--- src/rtl/rng_sample_sequencer.sv ---
// rng_sample_sequencer: control FSM turning the raw RNG datapath into samples.
// Restart -> uniform capture -> float convert -> table lookup -> PWL eval -> out.
module rng_sample_sequencer #(
    parameter int BX         = 32,
    parameter int BY         = 16,
    parameter int K          = 4,
    parameter int MANT_BW    = 20,
    parameter int EXP_BW     = 10,
    parameter int G_OCT      = 8,
    parameter int D_OCT      = 8,
    parameter int LOOKUP_LAT = 1,
    parameter int TIMEOUT    = 1023
) (
    input  logic              clk,
    input  logic              rst,
    input  logic              run,
    output logic              urng_rst,
    input  logic              urng_done,
    input  logic [BX-1:0]     urng_word,
    output logic [BX-1:0]     uword,
    output logic              conv_start,
    input  logic              conv_done,
    input  logic [BX-1:0]     floating,
    output logic              lut_en,
    output logic [EXP_BW:0]   section_addr,
    output logic [K-1:0]      subsection_addr,
    input  logic [BY-1:0]     c0,
    input  logic [BY-1:0]     c1,
    output logic [BY-1:0]     sample,
    output logic              sample_valid,
    input  logic              sample_ready,
    output logic              busy,
    output logic              err_timeout
);

    localparam int XW  = MANT_BW - K;
    localparam int SW  = EXP_BW + 1;
    localparam int WCW = $clog2(TIMEOUT + 1);
    localparam int LCW = (LOOKUP_LAT > 1) ? $clog2(LOOKUP_LAT) : 1;

    localparam logic [WCW-1:0]    W_LAST = WCW'(TIMEOUT - 1);
    localparam logic [WCW-1:0]    W_ONE  = WCW'(1);
    localparam logic [LCW-1:0]    L_LAST = LCW'(LOOKUP_LAT - 1);
    localparam logic [LCW-1:0]    L_ONE  = LCW'(1);
    localparam logic [EXP_BW-1:0] G_MAX  = EXP_BW'(G_OCT - 1);
    localparam logic [EXP_BW-1:0] D_MAX  = EXP_BW'(D_OCT - 1);
    localparam logic [SW-1:0]     D_BASE = SW'(G_OCT);
    localparam logic [BY-1:0]     Y_SAT  = BY'(2 ** (BY - 1) - 1);

    localparam logic [2:0] S_IDLE    = 3'd0;
    localparam logic [2:0] S_RESTART = 3'd1;
    localparam logic [2:0] S_WAIT_U  = 3'd2;
    localparam logic [2:0] S_CONV    = 3'd3;
    localparam logic [2:0] S_LOOKUP  = 3'd4;
    localparam logic [2:0] S_EVAL    = 3'd5;
    localparam logic [2:0] S_OUT     = 3'd6;

    logic [2:0]        state;
    logic [WCW-1:0]    wait_cnt;
    logic [LCW-1:0]    lat_cnt;
    logic              fword_symm;
    logic [XW-1:0]     fword_x;

    logic [EXP_BW-1:0] f_exp;
    logic [EXP_BW-1:0] f_oct;
    logic [SW-1:0]     sec_next;
    logic [BY-1:0]     p;
    logic [BY:0]       m_sum;
    logic [BY-1:0]     m_sat;
    logic [BY-1:0]     y_next;

    // Section is the clamped octave, offset past the growing part when part=1.
    always_comb begin
        f_exp = floating[MANT_BW +: EXP_BW];
        if (floating[BX-2]) begin
            f_oct    = (f_exp > D_MAX) ? D_MAX : f_exp;
            sec_next = {1'b0, f_oct} + D_BASE;
        end else begin
            f_oct    = (f_exp > G_MAX) ? G_MAX : f_exp;
            sec_next = {1'b0, f_oct};
        end
    end

    always_comb begin
        p      = BY'(({{XW{1'b0}}, c1} * {{BY{1'b0}}, fword_x}) >> XW);
        m_sum  = {1'b0, c0} + {1'b0, p};
        m_sat  = (m_sum > {1'b0, Y_SAT}) ? Y_SAT : m_sum[BY-1:0];
        y_next = fword_symm ? -m_sat : m_sat;
    end

    always_ff @(posedge clk) begin
        if (rst) begin
            state           <= S_IDLE;
            wait_cnt        <= '0;
            lat_cnt         <= '0;
            fword_symm      <= 1'b0;
            fword_x         <= '0;
            uword           <= '0;
            urng_rst        <= 1'b0;
            conv_start      <= 1'b0;
            lut_en          <= 1'b0;
            section_addr    <= '0;
            subsection_addr <= '0;
            sample          <= '0;
            sample_valid    <= 1'b0;
            busy            <= 1'b0;
            err_timeout     <= 1'b0;
        end else begin
            urng_rst   <= 1'b0;
            conv_start <= 1'b0;
            lut_en     <= 1'b0;
            case (state)
                S_IDLE: begin
                    if (run) begin
                        state    <= S_RESTART;
                        urng_rst <= 1'b1;
                        busy     <= 1'b1;
                    end
                end
                S_RESTART: begin
                    state    <= S_WAIT_U;
                    wait_cnt <= '0;
                end
                S_WAIT_U: begin
                    if (urng_done) begin
                        uword      <= urng_word;
                        conv_start <= 1'b1;
                        state      <= S_CONV;
                    end else if (wait_cnt == W_LAST) begin
                        err_timeout <= 1'b1;
                        urng_rst    <= 1'b1;
                        state       <= S_RESTART;
                    end else begin
                        wait_cnt <= wait_cnt + W_ONE;
                    end
                end
                S_CONV: begin
                    if (conv_done) begin
                        fword_symm      <= floating[BX-1];
                        fword_x         <= floating[XW-1:0];
                        section_addr    <= sec_next;
                        subsection_addr <= floating[MANT_BW-1 -: K];
                        lut_en          <= 1'b1;
                        lat_cnt         <= '0;
                        state           <= S_LOOKUP;
                    end
                end
                S_LOOKUP: begin
                    if (lat_cnt == L_LAST) begin
                        state <= S_EVAL;
                    end else begin
                        lat_cnt <= lat_cnt + L_ONE;
                    end
                end
                S_EVAL: begin
                    sample       <= y_next;
                    sample_valid <= 1'b1;
                    state        <= S_OUT;
                end
                S_OUT: begin
                    if (sample_ready) begin
                        sample_valid <= 1'b0;
                        if (run) begin
                            state    <= S_RESTART;
                            urng_rst <= 1'b1;
                        end else begin
                            state <= S_IDLE;
                            busy  <= 1'b0;
                        end
                    end
                end
                default: begin
                    state        <= S_IDLE;
                    sample_valid <= 1'b0;
                    busy         <= 1'b0;
                end
            endcase
        end
    end

endmodule
--- config.mk ---
export PLATFORM = sky130hd
export DESIGN_NAME = rng_sample_sequencer
export DESIGN_NICKNAME = d
export VERILOG_FILES = /design/src/rtl/rng_sample_sequencer.sv
export SDC_FILE = /design/constraint.sdc
export NUM_CORES = 1
export LEC_CHECK = 0
export ABC_AREA = 1
export CAP_MARGIN = 20
export CORE_MARGIN = 4
export CORE_UTILIZATION = 45
export CTS_BUF_LIST = sky130_fd_sc_hd__clkbuf_4 sky130_fd_sc_hd__clkbuf_8 sky130_fd_sc_hd__clkbuf_16
export CTS_CLUSTER_SIZE = 20
export DETAILED_ROUTE_END_ITERATION = 8
export PLACE_DENSITY_LB_ADDON = 0.08
export SYNTH_ARGS = -nofsm -noshare
export SYNTH_HDL_FRONTEND = slang
export SYNTH_SLANG_ARGS = --single-unit
export TNS_END_PERCENT = 30
--- constraint.sdc ---
create_clock -name clk -period 14.2 [get_ports clk]
set_input_delay 1.42 -clock clk [delete_from_list [all_inputs] [get_ports clk]]
set_output_delay 1.42 -clock clk [all_outputs]
set_load 0.05 [all_outputs]
=== Word-level counts from Yosys, hierarchy flattened ===
Index checks and enable logic that the tools add are counted.

* Input bits: 102
* Logic and storage cells: 89
* Output and inout port bits: 69
* Flip-flop bits (word level): 100

* Eq/ne operators: 15
* Reduce and logical (&&, ||, !) cells: 15
* $mul: 1
* $lt $le $gt $ge: 2
* Mux-type cells: 31
* Bitwise logic cells: 5
* $add $sub $neg: 5

{| class="wikitable"
|+ Operators by type and width
! operator !! number
|-
| multiplier 16 x 16 -> 32 bit || 1
|-
| two-way mux 16 bit || 2
|-
| two-way mux 10 bit || 3
|-
| one-hot mux 3 bit (7 select lines) || 1
|-
| one-hot mux 10 bit (2 select lines) || 1
|-
| two-way mux 3 bit || 6
|-
| adder 16 x 16 -> 17 bit || 1
|-
| greater-than comparator 17 x 15 -> 1 bit, second input constant || 1
|-
| negator 16 bit || 1
|-
| != test 2 bit, second input constant || 7
|-
| two-way mux 1 bit || 13
|-
| adder 10 x 4 -> 11 bit, second input constant || 1
|-
| two-way mux 11 bit || 1
|-
| adder 10 x 1 -> 10 bit, second input constant || 1
|-
| equality test 10 bit, second input constant || 1
|-
| greater-than comparator 10 x 3 -> 1 bit, second input constant || 1
|-
| OR reduction 5 bit || 2
|-
| equality test 3 bit, second input constant || 3
|-
| one-hot mux 1 bit (3 select lines) || 3
|-
| AND reduction 2 bit || 4
|-
| equality test 3 x 2 -> 1 bit, second input constant || 2
|-
| AND reduction 3 bit || 2
|-
| NOT 1 bit || 5
|-
| AND reduction 5 bit || 1
|-
| 8 further kinds || 10
|}

=== Longest topological paths before layout ===
* Word-level depth: 6
* Mapped depth: 54
* Gate-level depth less buffers: 52

=== Worst setup path after synthesis ===
OpenSTA, ideal clock, no wires.

* Path kind: input -> register
* Start: in c1[10]
* End: reg sample[12]
* Required time: 14.086 ns
* Stages: 43
* Buffers on the path: 2
* Slack: 5.205 ns
* Setup time: 0.114 ns
* Arrival time: 8.881 ns
* Cell sequence: clkbuf_1 -> clkbuf_1 -> nand2_1 -> fa_1 -> fa_1 -> fa_1 -> fa_1 -> inv_1 -> fa_1 -> inv_1 -> fa_1 -> inv_1 -> ha_1 -> a21oi_1 -> o21ai_0 -> o21bai_1 -> nor2_1 -> o21ai_1 -> [... 7 more ...] -> nor2_1 -> a21oi_1 -> nand3_1 -> nand2_4 -> nand2_8 -> nor2_1 -> ha_1 -> inv_1 -> a21oi_1 -> nand4_1 -> nand2_1 -> nand3_2 -> nor2_4 -> nand2_2 -> nand2_1 -> nand2_1 -> o21bai_1 -> inv_1

* Cells in the longest elaborated chain, start to end: 6

{| class="wikitable"
|+ RTL lines
! item !! RTL line !! source
|-
| start, declared || 28 || <nowiki>input logic [BY-1:0] c1,</nowiki>
|-
| multiplier 16 x 16 -> 32 bit (*) || 85 || <nowiki>p = BY'(({{XW{1'b0}}, c1} * {{BY{1'b0}}, fword_x}) >> XW);</nowiki>
|-
| adder 16 x 16 -> 17 bit (*) || 86 || <nowiki>m_sum = {1'b0, c0} + {1'b0, p};</nowiki>
|-
| greater-than comparator 17 x 15 -> 1 bit || 87 || <nowiki>m_sat = (m_sum > {1'b0, Y_SAT}) ? Y_SAT : m_sum[BY-1:0];</nowiki>
|-
| two-way mux 16 bit (*) || 87 ||
|-
| negator 16 bit || 88 || <nowiki>y_next = fword_symm ? -m_sat : m_sat;</nowiki>
|-
| two-way mux 16 bit (*) || 88 ||
|-
| end signal, assigned || 156 || <nowiki>sample <= y_next;</nowiki>
|-
| end, declared || 29 || <nowiki>output logic [BY-1:0] sample,</nowiki>
|}

Mark *: on every way between the ends. The rest lies on a longest branch, timed or not.
A chain may end at the register's enable or synchronous reset.

=== Worst setup path after layout ===
Ends and elaborated chain as after synthesis.

==> results.py <==
metrics = {
    "pwr": {
        "seqPwrFrac_pct": 28.9,
        "leakage_nw": 8.57,
        "clkPwrFrac_pct": 22.6,
        "p_per_area_nw_per_um2": 73.6,
        "swShare_pct": 42.5,
        "p_int_uw": 668,
        "combPwrFrac_pct": 48.6,
        "p_switching_uw": 493,
        "peakVddDrop_uv": 75.2,
    },
    "floorplanning": {
        "coreArea_sq_um": 29600,
        "num_rows": 63,
        "die_height_microns": 181,
        "die_area_sq_um": 32900,
        "io_pins": 171,
        "die_x_microns": 181,
        "initial_core_util_pct": 45.6,
    },
    "setup_path": {
        "path_max_fanout": 16,
        "cp-end-kind": "flip-flop",
        "cpMaxStageDelayCell": "clkdlybuf4s50_1",
        "critPathMostFrequentCell": "nand2_1",
        "criticalPathCategory": "in -> reg",
        "worst-endpoint-arrival_ps": 10270,
        "worstPathRequired_ps": 14440,
        "max_stage_delay_ps": 980,
        "startpoint_type": "input port",
        "ff2ff_path_depth": 42,
    },
    "flow_run": {
        "drv_cap": 0,
    },
    "drt": {
        "post-route-drc-count": 0,
        "drt-initial-drc-count": 624,
        "vias_per_cell": 4.86,
        "wirelength_microns": 36200,
        "ant_nets": 0,
        "num_vias": 11400,
        "wl_per_cell_microns": 15.4,
        "firstDrtPassIters": 5,
    },
    "place": {
        "placed_cell_area_sq_um": 15500,
        "gp_congestion": 0.863,
        "hpwl_microns": 29400,
        "io_buffers": 170,
    },
    "clock_tree": {
        "clkTransAtPathRegs_ps": 70,
        "cts_resized": 0,
        "cts_buffers": 9,
        "post_cts_buffers": 0,
        "ctsHoldBuffers": 0,
        "h-tree-depth": 3,
        "insertion_delay_ps": 340,
        "cts_num_sinks": 99,
        "max-clock-path-buffers": 2,
        "cts_tree": "done",
        "root_buffer": "clkbuf_16",
    },
    "synthesis": {
        "syn_area_sq_um": 13500,
        "synthFlopType": "dfxtp_1",
        "synth.distinct_cells": 47,
        "yosys_warnings": 0,
        "synthTopCellsByArea": "fa_1, dfxtp_1, nand2_1",
        "yosysTopAreaCell": "fa_1",
        "syn_avg_cell_area_sq_um": 7.32,
        "yosysSeqAreaShare_pct": 14.7,
        "netlist_instances": 1846,
        "synth_seq_cells": 99,
        "synth_edf_count": 0,
        "synth_top_area_share_pct": 28.7,
        "async_flop_share_pct": 0,
    },
    "timing": {
        "report.final.slew_viol_count": 0,
        "fin_crit_sh_pct": 70.6,
        "finalSetupViolations": 0,
        "timing.fmax_mhz": 99.7,
        "relSlewSlack_pct": 31.5,
        "worstMarginPinSlew_ps": 1030,
        "rsz0062_at_grt": "no",
        "tns_ps": 0,
        "hold_viol": 0,
        "fin_worst_skew_ps": 8.52,
        "holdWs_ps": 457,
        "finalCriticalPeriod_ps": 10030,
    },
    "global_route": {
        "first_global_vias": 11700,
        "grt_pass1_wl_microns": 60800,
        "top_usage_layer": "met2",
        "met1_usage_pct": 31.1,
        "met2_usage_pct": 37.9,
        "grtUsageMet3_pct": 4.13,
        "grt_usage_pct": 22.5,
        "grt_overflow": 0,
        "grt_antenna_before_repair": 1,
        "grt_max_degree": 35,
    },
    "min_path": {
        "min_path_type": "reg -> reg",
        "hold_path_depth": 2,
    },
    "layout": {
        "drive_gt1_share_pct": 3.02,
        "antenna_cells": 0,
        "area_delta_synth_final_pct": 16.9,
        "design_area_sq_um": 15800,
        "nets": 2369,
        "postLayoutCoreUtil_pct": 53.3,
    },
    "run_status": {
        "outcome": "finished clean",
    },
}
[critical path, delay by kind of cell]
| kind | cells | cell delay (ps) |
|---|---|---|
| adder cells (fa/ha/maj) | 9 | 4050 |
| AND/OR/NAND/NOR | 21 | 2340 |
| buffers and inverters | 6 | 1280 |
| AO/OA/AOI/OAI | 6 | 960 |
| XOR/XNOR | 1 | 230 |
[worst paths after layout]
kind	startpoint	end	slack (ps)
max	c1[10]	sample[12]	4170
min	err_timeout	err_timeout	460
max reg2reg	fword_x[1]	sample[12]	5380
min reg2reg	err_timeout	err_timeout	460
[registers in the layout (all words and copies together), names as in the netlist]
signal and cells:
uword 32, fword_x 16, sample 16, section_addr 11, wait_cnt 10, subsection_addr 4, state 3, busy 1
conv_start 1, err_timeout 1, fword_symm 1, lut_en 1, sample_valid 1, urng_rst 1
[cells in the mapped netlist (3+ instances only)]
| library cell | count |
|---|---|
| a21oi_1 | 89 |
| a31oi_1 | 3 |
| clkbuf_1 | 86 |
| dfxtp_1 | 99 |
| fa_1 | 194 |
| ha_1 | 122 |
| inv_1 | 436 |
| inv_2 | 3 |
| nand2_1 | 463 |
| nand2_2 | 9 |
| nand3_1 | 29 |
| nand3_2 | 3 |
| nand4_1 | 12 |
| nor2_1 | 125 |
| nor2_2 | 4 |
| nor3_1 | 10 |
| o211ai_1 | 5 |
| o21a_1 | 6 |
| o21ai_0 | 63 |
| o21ai_1 | 7 |
| o21bai_1 | 9 |
| o221ai_1 | 4 |
| or2_2 | 4 |
| xnor2_1 | 16 |
| xor2_1 | 17 |
[through the flow]
stage               instances  power (mW)  worst slack (ps)
floorplan                1847       0.727              5210
global placement         2329       0.899              3970
detailed placement       2330       0.902              3790
CTS                      2346        1.17              4130
global route             2346        1.26              3460
finish                   2346        1.16              4170
[layout by cell type (no fill, tap or decap), types with 3 or more instances in the layout]
cell type / n
clkdlybuf4s50_1: 170
dfxtp_1: 99
nand3_2: 3
nor3_1: 10
buf_4: 9
o21a_1: 6
inv_2: 3
or2_2: 4
a21oi_1: 89
xor2_1: 17
nand2_1: 463
nand3_1: 29
o21ai_0: 63
nor2_1: 125
xnor2_1: 16
fa_1: 194
a31oi_1: 3
o211ai_1: 5
nand4_1: 12
o221ai_1: 4
o21ai_1: 7
ha_1: 122
nor2_2: 4
inv_1: 436
nand2_2: 9
clkbuf_16: 9
o21bai_1: 9
[per-layer routing]
layer | share of wire [%] | vias to the layer above
met1 | 45 | 5451
met2 | 48 | 252
met5 | 0.055 | -
li1 | - | 5663
met4 | 1.1 | 2
met3 | 5.5 | 31
[power groups by stage]
stage | Combinational (mW) | Sequential (mW) | Clock [mW]
final | 0.564 | 0.335 | 0.262
after global routing | 0.634 | 0.339 | 0.282
after CTS | 0.569 | 0.335 | 0.270
after detailed placement | 0.562 | 0.340 | 0
after global placement | 0.559 | 0.340 | 0
after floorplan | 0.330 | 0.397 | 0
[cells by family after synthesis]
| family | after synthesis | share of synthesized area [%] |
|---|---|---|
| compound gates | 198 | 8.22 |
| xor+xnor | 33 | 2.14 |
| fa+ha+maj | 316 | 40.0 |
| buf+inv | 528 | 14.7 |
| flops | 99 | 14.7 |
| other cells | 1 | 0.0278 |
| simple gates | 671 | 20.2 |
[cell type report]
class	count	area, sq um
repair buffers	180	1800
inverters	441	1660
clock inverters	6	87.6
multi-input cells	1220	9540
well taps	390	488
clock buffers	10	233
fillers	2985	13800
flip-flops and latches	99	1980
Power figures use the tool's default switching activity.
